### config.mk
export PLATFORM = sky130hd
export DESIGN_NAME = inst_fetch
export DESIGN_NICKNAME = d
export VERILOG_FILES = /design/src/rtl/inst_fetch_pkg.sv /design/src/rtl/inst_fetch_fifo.sv /design/src/rtl/inst_fetch.sv
export SDC_FILE = /design/constraint.sdc
export NUM_CORES = 1
export LEC_CHECK = 0
export BUFFER_PORTS_ARGS = -buffer_cell sky130_fd_sc_hd__buf_2
export CORE_UTILIZATION = 49
export DETAILED_ROUTE_END_ITERATION = 10
export GPL_TIMING_DRIVEN = 0
export PLACE_DENSITY = 0.82
export SETUP_SLACK_MARGIN = 0.1
export SLEW_MARGIN = 25
export SYNTH_ARGS = -nofsm -noshare
export SYNTH_HDL_FRONTEND = slang
export SYNTH_SLANG_ARGS = --single-unit
### constraint.sdc
create_clock -name clk_50 -period 5.15 [get_ports clk_50]
set_clock_uncertainty 0.15 [all_clocks]
set_input_delay 1.03 -clock clk_50 [delete_from_list [all_inputs] [get_ports clk_50]]
set_output_delay 1.03 -clock clk_50 [all_outputs]
set_load 0.02 [all_outputs]
### src/rtl/inst_fetch_pkg.sv
// Shared core constants for the fetch stage: FSM encoding, parameter defaults,
// the canonical NOP and the FIFO entry layout.
package inst_fetch_pkg;

  localparam logic [1:0] ST_BOOT = 2'd0;
  localparam logic [1:0] ST_RUN  = 2'd1;
  localparam logic [1:0] ST_HALT = 2'd2;

  localparam logic [31:0] DEF_RESET_PC  = 32'h0000_0000;
  localparam logic [31:0] DEF_HALT_INST = 32'h0000_0000;
  localparam logic [31:0] NOP_INST      = 32'h0000_0013;

  typedef struct packed {
    logic [31:0] pc;
    logic [31:0] inst;
  } fetch_entry_t;

  // Word-align a fetch address; the low two bits are never issued.
  function automatic logic [31:0] align_pc(input logic [31:0] pc);
    return pc & 32'hFFFF_FFFC;
  endfunction

endpackage

### src/rtl/inst_fetch_fifo.sv
// Two-entry {pc,inst} queue between the fetch response and decode, with a
// single-cycle flush used on redirect.
module fetch_fifo
  import inst_fetch_pkg::*;
(
  input  logic        clk_50,
  input  logic        rst_n,
  input  logic        flush_i,
  input  logic        push_i,
  input  logic [31:0] push_pc_i,
  input  logic [31:0] push_inst_i,
  input  logic        pop_i,
  output logic [31:0] head_pc_o,
  output logic [31:0] head_inst_o,
  output logic [1:0]  count_o
);

  fetch_entry_t mem_q [2];
  logic         wr_ptr_q;
  logic         rd_ptr_q;
  logic [1:0]   count_q;
  logic         do_pop;
  logic         do_push;

  assign do_pop  = pop_i && (count_q != 2'd0);
  assign do_push = push_i && ((count_q != 2'd2) || do_pop);

  always_ff @(posedge clk_50 or negedge rst_n) begin
    if (!rst_n) begin
      for (int i = 0; i < 2; i++) begin
        mem_q[i] <= '0;
      end
      wr_ptr_q <= 1'b0;
      rd_ptr_q <= 1'b0;
      count_q  <= 2'd0;
    end else if (flush_i) begin
      wr_ptr_q <= 1'b0;
      rd_ptr_q <= 1'b0;
      count_q  <= 2'd0;
    end else begin
      if (do_push) begin
        mem_q[wr_ptr_q] <= '{pc: push_pc_i, inst: push_inst_i};
        wr_ptr_q        <= ~wr_ptr_q;
      end
      if (do_pop) begin
        rd_ptr_q <= ~rd_ptr_q;
      end
      count_q <= count_q + {1'b0, do_push} - {1'b0, do_pop};
    end
  end

  assign head_pc_o   = mem_q[rd_ptr_q].pc;
  assign head_inst_o = mem_q[rd_ptr_q].inst;
  assign count_o     = count_q;

  // The issue rule bounds queued + in-flight to two, so this must never fire.
  a_no_overflow: assert property (@(posedge clk_50) disable iff (!rst_n)
    !(push_i && !flush_i && (count_q == 2'd2) && !pop_i));

endmodule

### src/rtl/inst_fetch.sv
// Instruction fetch stage: one outstanding request to a 1-cycle-latency memory,
// a 2-entry decode queue, redirect/flush, and halt on a designated instruction word.
module inst_fetch
  import inst_fetch_pkg::*;
#(
  parameter logic [31:0] RESET_PC  = DEF_RESET_PC,
  parameter logic [31:0] HALT_INST = DEF_HALT_INST
) (
  input  logic        clk_50,
  input  logic        rst_n,
  output logic [31:0] IMEM_ADDR,
  input  logic [31:0] IMEM_INST,
  input  logic        redirect_valid,
  input  logic [31:0] redirect_pc,
  output logic        if_valid,
  input  logic        if_ready,
  output logic [31:0] if_pc,
  output logic [31:0] if_inst,
  output logic        halted
);

  logic [1:0]  state_q, state_d;
  logic [31:0] fpc_q, fpc_d;
  logic        inflight_q;
  logic [31:0] inflight_pc_q;
  logic [1:0]  count;
  logic [1:0]  occupancy;
  logic        pop;
  logic        capture;
  logic        halt_hit;
  logic        push;
  logic        issue;

  assign pop       = if_valid && if_ready;
  assign capture   = inflight_q && !redirect_valid;
  assign halt_hit  = capture && (IMEM_INST == HALT_INST);
  assign push      = capture && !halt_hit;
  assign occupancy = count + {1'b0, inflight_q};
  // Keep queued + in-flight at most two so a response always has a slot.
  assign issue     = (state_q == ST_RUN) && !redirect_valid && !halt_hit &&
                     ((occupancy <= 2'd1) || ((occupancy == 2'd2) && pop));

  always_comb begin
    state_d = state_q;
    fpc_d   = fpc_q;
    if (redirect_valid) begin
      state_d = ST_RUN;
      fpc_d   = align_pc(redirect_pc);
    end else begin
      case (state_q)
        ST_BOOT: state_d = ST_RUN;
        ST_RUN:  if (halt_hit) state_d = ST_HALT;
        default: state_d = state_q;
      endcase
      if (issue) begin
        fpc_d = fpc_q + 32'd4;
      end
    end
  end

  always_ff @(posedge clk_50 or negedge rst_n) begin
    if (!rst_n) begin
      state_q       <= ST_BOOT;
      fpc_q         <= align_pc(RESET_PC);
      inflight_q    <= 1'b0;
      inflight_pc_q <= '0;
    end else begin
      state_q    <= state_d;
      fpc_q      <= fpc_d;
      inflight_q <= issue;
      if (issue) begin
        inflight_pc_q <= fpc_q;
      end
    end
  end

  fetch_fifo u_fifo (
    .clk_50      (clk_50),
    .rst_n       (rst_n),
    .flush_i     (redirect_valid),
    .push_i      (push),
    .push_pc_i   (inflight_pc_q),
    .push_inst_i (IMEM_INST),
    .pop_i       (pop),
    .head_pc_o   (if_pc),
    .head_inst_o (if_inst),
    .count_o     (count)
  );

  assign IMEM_ADDR = fpc_q;
  assign if_valid  = (count != 2'd0);
  assign halted    = (state_q == ST_HALT);

endmodule
# [Word-level counts from Yosys, hierarchy flattened]
# Cells that the tools add are included.
[totals] ff_bits=199 wordCells=69
[classes] add_sub_neg=4 n_lt_le_gt_ge=4 n_eq_ne=5 mux=16 n_bitwise=5 n_reduce_logical=24
[op_table] operator="$mux 64" n=4
[op_table] operator="$bwmux 128" n=1
[op_table] operator="$demux 64 s1" n=1
[op_table] operator="$mux 32" n=2
[op_table] operator="$add 32x3->32 const B" n=1
[op_table] operator="$logic_not 32->1" n=1
[op_table] operator="$logic_and 1x1->1" n=11
[op_table] operator="$reduce_bool 2->1" n=4
[op_table] operator="$mux 2" n=3
[op_table] operator="$add 2x1->2" n=2
[op_table] operator="$eq 2x2->1 const B" n=2
[op_table] operator="$ge 2x2->1 const B" n=2
[op_table] operator="$mux 1" n=4
[op_table] operator="$not 1->2" n=2
[op_table] operator="$pmux 2 s2" n=1
[op_table] operator="$reduce_and 2->1" n=2
[op_table] operator="$ne 3x3->1 const B" n=1
[op_table] operator="$not 1->1" n=3
[op_table] operator="$reduce_bool 3->1" n=1
[op_table] operator="$eq 2x1->1 const B" n=1
[op_table] operator="$le 2x1->1 const B" n=1
[op_table] operator="$logic_not 1->1" n=2
[op_table] operator="$logic_not 2->1" n=1
[op_table] operator="$logic_or 1x1->1" n=2
[op_table] operator="other kinds (3)" n=3

# [Longest topological paths before layout]
[depth] word_depth=9 mapped_depth=8 depth_no_buf=8

# [Hierarchy]
# Synthesis repeated with hierarchy kept, for this count alone.
[hier_totals] cells_unflattened=687 area_unflattened_um2=9365.2
[modules_own_cells] mod="fetch_fifo" instances=1 cells_each=364 area_per_inst_um2=6032.0 seq_area_each_um2=3303.2
[modules_own_cells] mod="inst_fetch" instances=1 cells_each=323 area_per_inst_um2=3333.2 seq_area_each_um2=1576.5

# [Worst setup path before layout]
# OpenSTA, ideal clock, no wires.
[synth_timing] kind="input-to-reg" start="input IMEM_INST[8]" end="register inflight_pc_q[10]" setup_time_ps=125 t_arrival_ps=2609 slack_ps=2266 stages=7 n_path_buf=2 cell_sequence="nor4_1 nand4_1 nor3_1 or3_1 clkbuf_1 buf_4 mux2_2"
[synth_between] elab_chain_len=5
[synth_lines] element="from (decl)" line_no="inst_fetch.sv:12" source="input logic [31:0] IMEM_INST,"
[synth_lines] element="$logic_not 32->1" line_no="inst_fetch.sv:36" source="assign halt_hit = capture && (IMEM_INST == HALT_INST);"
[synth_lines] element="$logic_and 1x1->1" line_no="inst_fetch.sv:36"
[synth_lines] element="$logic_not 1->1" line_no="inst_fetch.sv:40" source="assign issue = (state_q == ST_RUN) && !redirect_valid && !halt_hit &&"
[synth_lines] element="$logic_and 1x1->1 (2 in series)" line_no="inst_fetch.sv:40"
[synth_lines] element="to (signal assigned)" line_no="inst_fetch.sv:72" source="inflight_pc_q <= fpc_q;"
[synth_lines] element="to (decl)" line_no="inst_fetch.sv:25" source="logic [31:0] inflight_pc_q;"
# No other way between the ends.
# A chain may end at the register's enable or synchronous reset.

# [Worst setup path after layout]
[layout_timing] start="register u_fifo.rd_ptr_q" end="output if_pc[18]"
[layout_between] elab_chain_len=4
[layout_lines] element="from (decl)" line_no="inst_fetch_fifo.sv:20" source="logic rd_ptr_q;"
[layout_lines] element="from (signal assigned)" line_no="inst_fetch_fifo.sv:46" source="rd_ptr_q <= ~rd_ptr_q;"
[layout_lines] element="$not 1->2 (implied by the code)" line_no="inst_fetch_fifo.sv:52" source="assign head_pc_o = mem_q[rd_ptr_q].pc;"
[layout_lines] element="$mux 64 (implied by the code) (3 in series)" line_no="inst_fetch_fifo.sv:52"
[layout_lines] element="to (decl)" line_no="inst_fetch.sv:17" source="output logic [31:0] if_pc,"
# No other way between the ends. The select of a mux whose other input is x is not followed.

==> impl_metrics.json <==
{
  "setup.worst_path.class": "reg2out",
  "startpoint_type": "register",
  "r2r_setup_slack_ns": 2.34,
  "ios": 166,
  "routabilityCongestion": 0.8466,
  "h-tree-depth": 4,
  "period_minus_slack_ns": 3.510,
  "wl_mm": 20.76,
  "cp.arrival_ns": 2.33,
  "initial_core_util": 0.5012,
  "grt.overflow.total": 0,
  "die_x_um": 137.6,
  "cp.required_ns": 3.97,
  "post_cts_resized": 0,
  "antenna_found_initial": 1,
  "synth_area_um2": 9004,
  "syn-instance-count": 668,
  "outcome": "complete, no violations",
  "ys_ff_latch": 191,
  "async_flop_share": 1.000,
  "r2r_end": "IMEM_ADDR[27]$_DFFE_PN0P_",
  "drive_gt1_frac": 0.5023,
  "nets": 923,
  "post-route-drc-count": 0,
  "slowest_delay_ns": 0.58,
  "p_leak_nw": 4.911,
  "crit_family": "buffers and inverters",
  "critPathMaxFanout": 10,
  "cellPowerDensity_nw_per_um2": 584.5,
  "drv_cap": 0,
  "hp-class": "reg2reg",
  "slew_viol_final": 0,
  "hpwl_mm": 14.80,
  "row_count": 49,
  "grt_pass1_wl_mm": 32.91,
  "portBuffers": 159,
  "whs_path_depth": 1,
  "routed_via_density": 5.643,
  "timing.critical_path.buf_inv": 3,
  "endpoint_kind": "output port",
  "hp-start": "u_fifo.mem_q[94]$_DFFE_PN0P_",
  "peakVddDrop_mv": 0.2929,
  "setup_viol_count_final": 0,
  "setup_tns_ns": 0,
  "cts_hold_buf": 0,
  "core-area_um2": 17960,
  "fmax_mhz": 284.9,
  "syn_area_per_cell_um2": 13.48,
  "ant_nets": 0,
  "ys_types": 46,
  "die_h_um": 137.6,
  "clk_path_buf_depth": 2,
  "synthToLayoutAreaGrowth_pct": 19.61,
  "drt_iter0_markers": 448,
  "path_cells": "clkbuf_1, clkbuf_1, mux2_2, buf_2",
  "grt_max_degree": 67,
  "hold_viol": 0,
  "power_mw": 6.295,
  "slew_headroom": 0.5289,
  "reg2reg_depth": 6,
  "yosysSeqAreaShare": 0.5309,
  "clk_latency_ns": 0.43,
  "crit_top_cell": "clkbuf_1",
  "wl_per_cell_um": 18.98,
  "num_vias": 6173,
  "r2r_start": "inflight_q$_DFF_PN0_",
  "synth_flop_cell": "dfrtp_1",
  "final_cell_mix": "dfrtp_1, buf_2, mux2_2",
  "tightestPinTransition_ns": 0.6978,
  "rsz0062_at_grt": "false",
  "nFillCells": 1446,
  "cts_buffers": 17,
  "path_clk_slew_ns": 0.07,
  "final_common_cell": "dfrtp_1",
  "cts_setup_buffers": 0,
  "yosysWarnings": 0,
  "grt.total_usage": 0.2292,
  "crit_start": "u_fifo.rd_ptr_q$_DFFE_PN0P_",
  "grt_pass1_vias": 6209,
  "cts.sinks": 191,
  "tritoncts": "done",
  "first_pass_iters": 6,
  "synth_edf_count": 0,
  "dieArea_um2": 18920,
  "cpMaxStageDelayCell": "clkbuf_1",
  "holdPathEnd": "u_fifo.mem_q[94]$_DFFE_PN0P_",
  "clockRootBuffer": "clkbuf_16",
  "finalCritPeriodShare": 0.6815
}
cell usage after synthesis, types with 2 or more instances:
library cell / count / share of area
nor2_1: 27 / 0.011
mux2_1: 8 / 0.010
and4_1: 5 / 0.0049
a21oi_1: 4 / 0.0022
o21ai_0: 9 / 0.0050
clkbuf_1: 14 / 0.0058
dfrtp_1: 191 / 0.53
mux2_2: 156 / 0.20
a311oi_1: 4 / 0.0039
buf_6: 7 / 0.0088
or4_1: 17 / 0.014
o31ai_1: 17 / 0.014
o311ai_0: 2 / 0.0019
nand2b_1: 5 / 0.0035
nor2b_1: 3 / 0.0021
and2_1: 2 / 0.0014
nor4_1: 10 / 0.0069
ha_1: 4 / 0.0056
nand4_1: 7 / 0.0049
nor3_1: 2 / 0.0011
xnor2_1: 6 / 0.0058
o31a_1: 2 / 0.0019
inv_1: 9 / 0.0038
or2_2: 2 / 0.0014
nand2_1: 24 / 0.010
o211ai_1: 2 / 0.0017
buf_2: 10 / 0.0056
nand3_1: 13 / 0.0072
xor2_1: 2 / 0.0019
and3_1: 6 / 0.0042
a31oi_1: 22 / 0.015
buf_4: 8 / 0.0067
or3_1: 4 / 0.0028
mux2_4: 52 / 0.087
sequential cells by signal (all words and copies together) (netlist names):
register / flops
u_fifo.wr_ptr_q: 1
u_fifo.rd_ptr_q: 1
IMEM_ADDR: 30
u_fifo.count_o: 2
u_fifo.mem_q: 124
inflight_q: 1
state_q: 2
inflight_pc_q: 30
area by class of cell:
type                       count  area (um^2)  area share
antenna                        1        2.502   0.0002324
buffer                        40        245.2     0.02277
clock buffer                  17        425.4     0.03950
clock inverter                15        171.4     0.01592
inverter                      10        37.54    0.003486
multi-input combinational    430         3960      0.3677
sequential                   191         4780      0.4438
tap                          229        286.5     0.02661
timing repair buffer         161        860.8     0.07993
report_power, final:
part | switching, mW | internal, mW
clock | 0.626 | 0.694
combinational | 1.21 | 1.27
sequential | 0.379 | 2.12
logic make-up after synthesis:
group,after synthesis,share of synthesized area
simple gates,130,0.07824
fa+ha+maj,4,0.005559
mux,216,0.2918
flops,191,0.5309
xor+xnor,8,0.007782
compound gates,68,0.05392
buf+inv,50,0.03141
other cells,1,0.0004165
worst register-to-register path, stage by stage (launching register included):
cell and delay [ns]:
dfrtp_1 0.47, ha_1 0.34, and3b_1 0.23, o221ai_1 0.29, or4_1 0.63, or4_1 0.43
a31oi_1 0.19
worst max-delay path by stage:
stage,end,cells past startpoint
global placement,u_fifo.mem_q[103]$_DFFE_PN0P_,1
detailed placement,IMEM_ADDR[5]$_DFFE_PN0P_,8
finish,if_pc[18],4
CTS,if_pc[18],4
global route,if_pc[18],4
floorplan,inflight_pc_q[10]$_DFFE_PN0P_,7
layer usage:
| layer | up-vias | part of all wire | track usage | wire length (um) |
|---|---|---|---|---|
| met5 | - | 0 | 0 | 0 |
| met2 | 210 | 0.48 | 0.3629 | 9933 |
| met1 | 3099 | 0.44 | 0.3080 | 9153 |
| li1 | 2835 | - | - | - |
| met4 | 0 | 0.023 | 0.08547 | 478 |
| met3 | 29 | 0.058 | 0.05040 | 1196 |
stage by stage:
step	setup slack [ns]	instances	hold slack (ns)	util	area, um^2
2_1_floorplan	2.266	671	0.3102	-	9015
3_3_place_gp	-0.2065	1059	0.3233	0.5621	10100
3_5_place_dp	1.277	1061	0.3274	0.5657	10160
4_1_cts	1.610	1093	0.3445	0.5989	10760
5_1_grt	1.537	1094	0.3605	0.5995	10770
6_report	1.640	1094	0.3398	0.5995	10770
No activity file was read; power rests on OpenSTA's default activity.
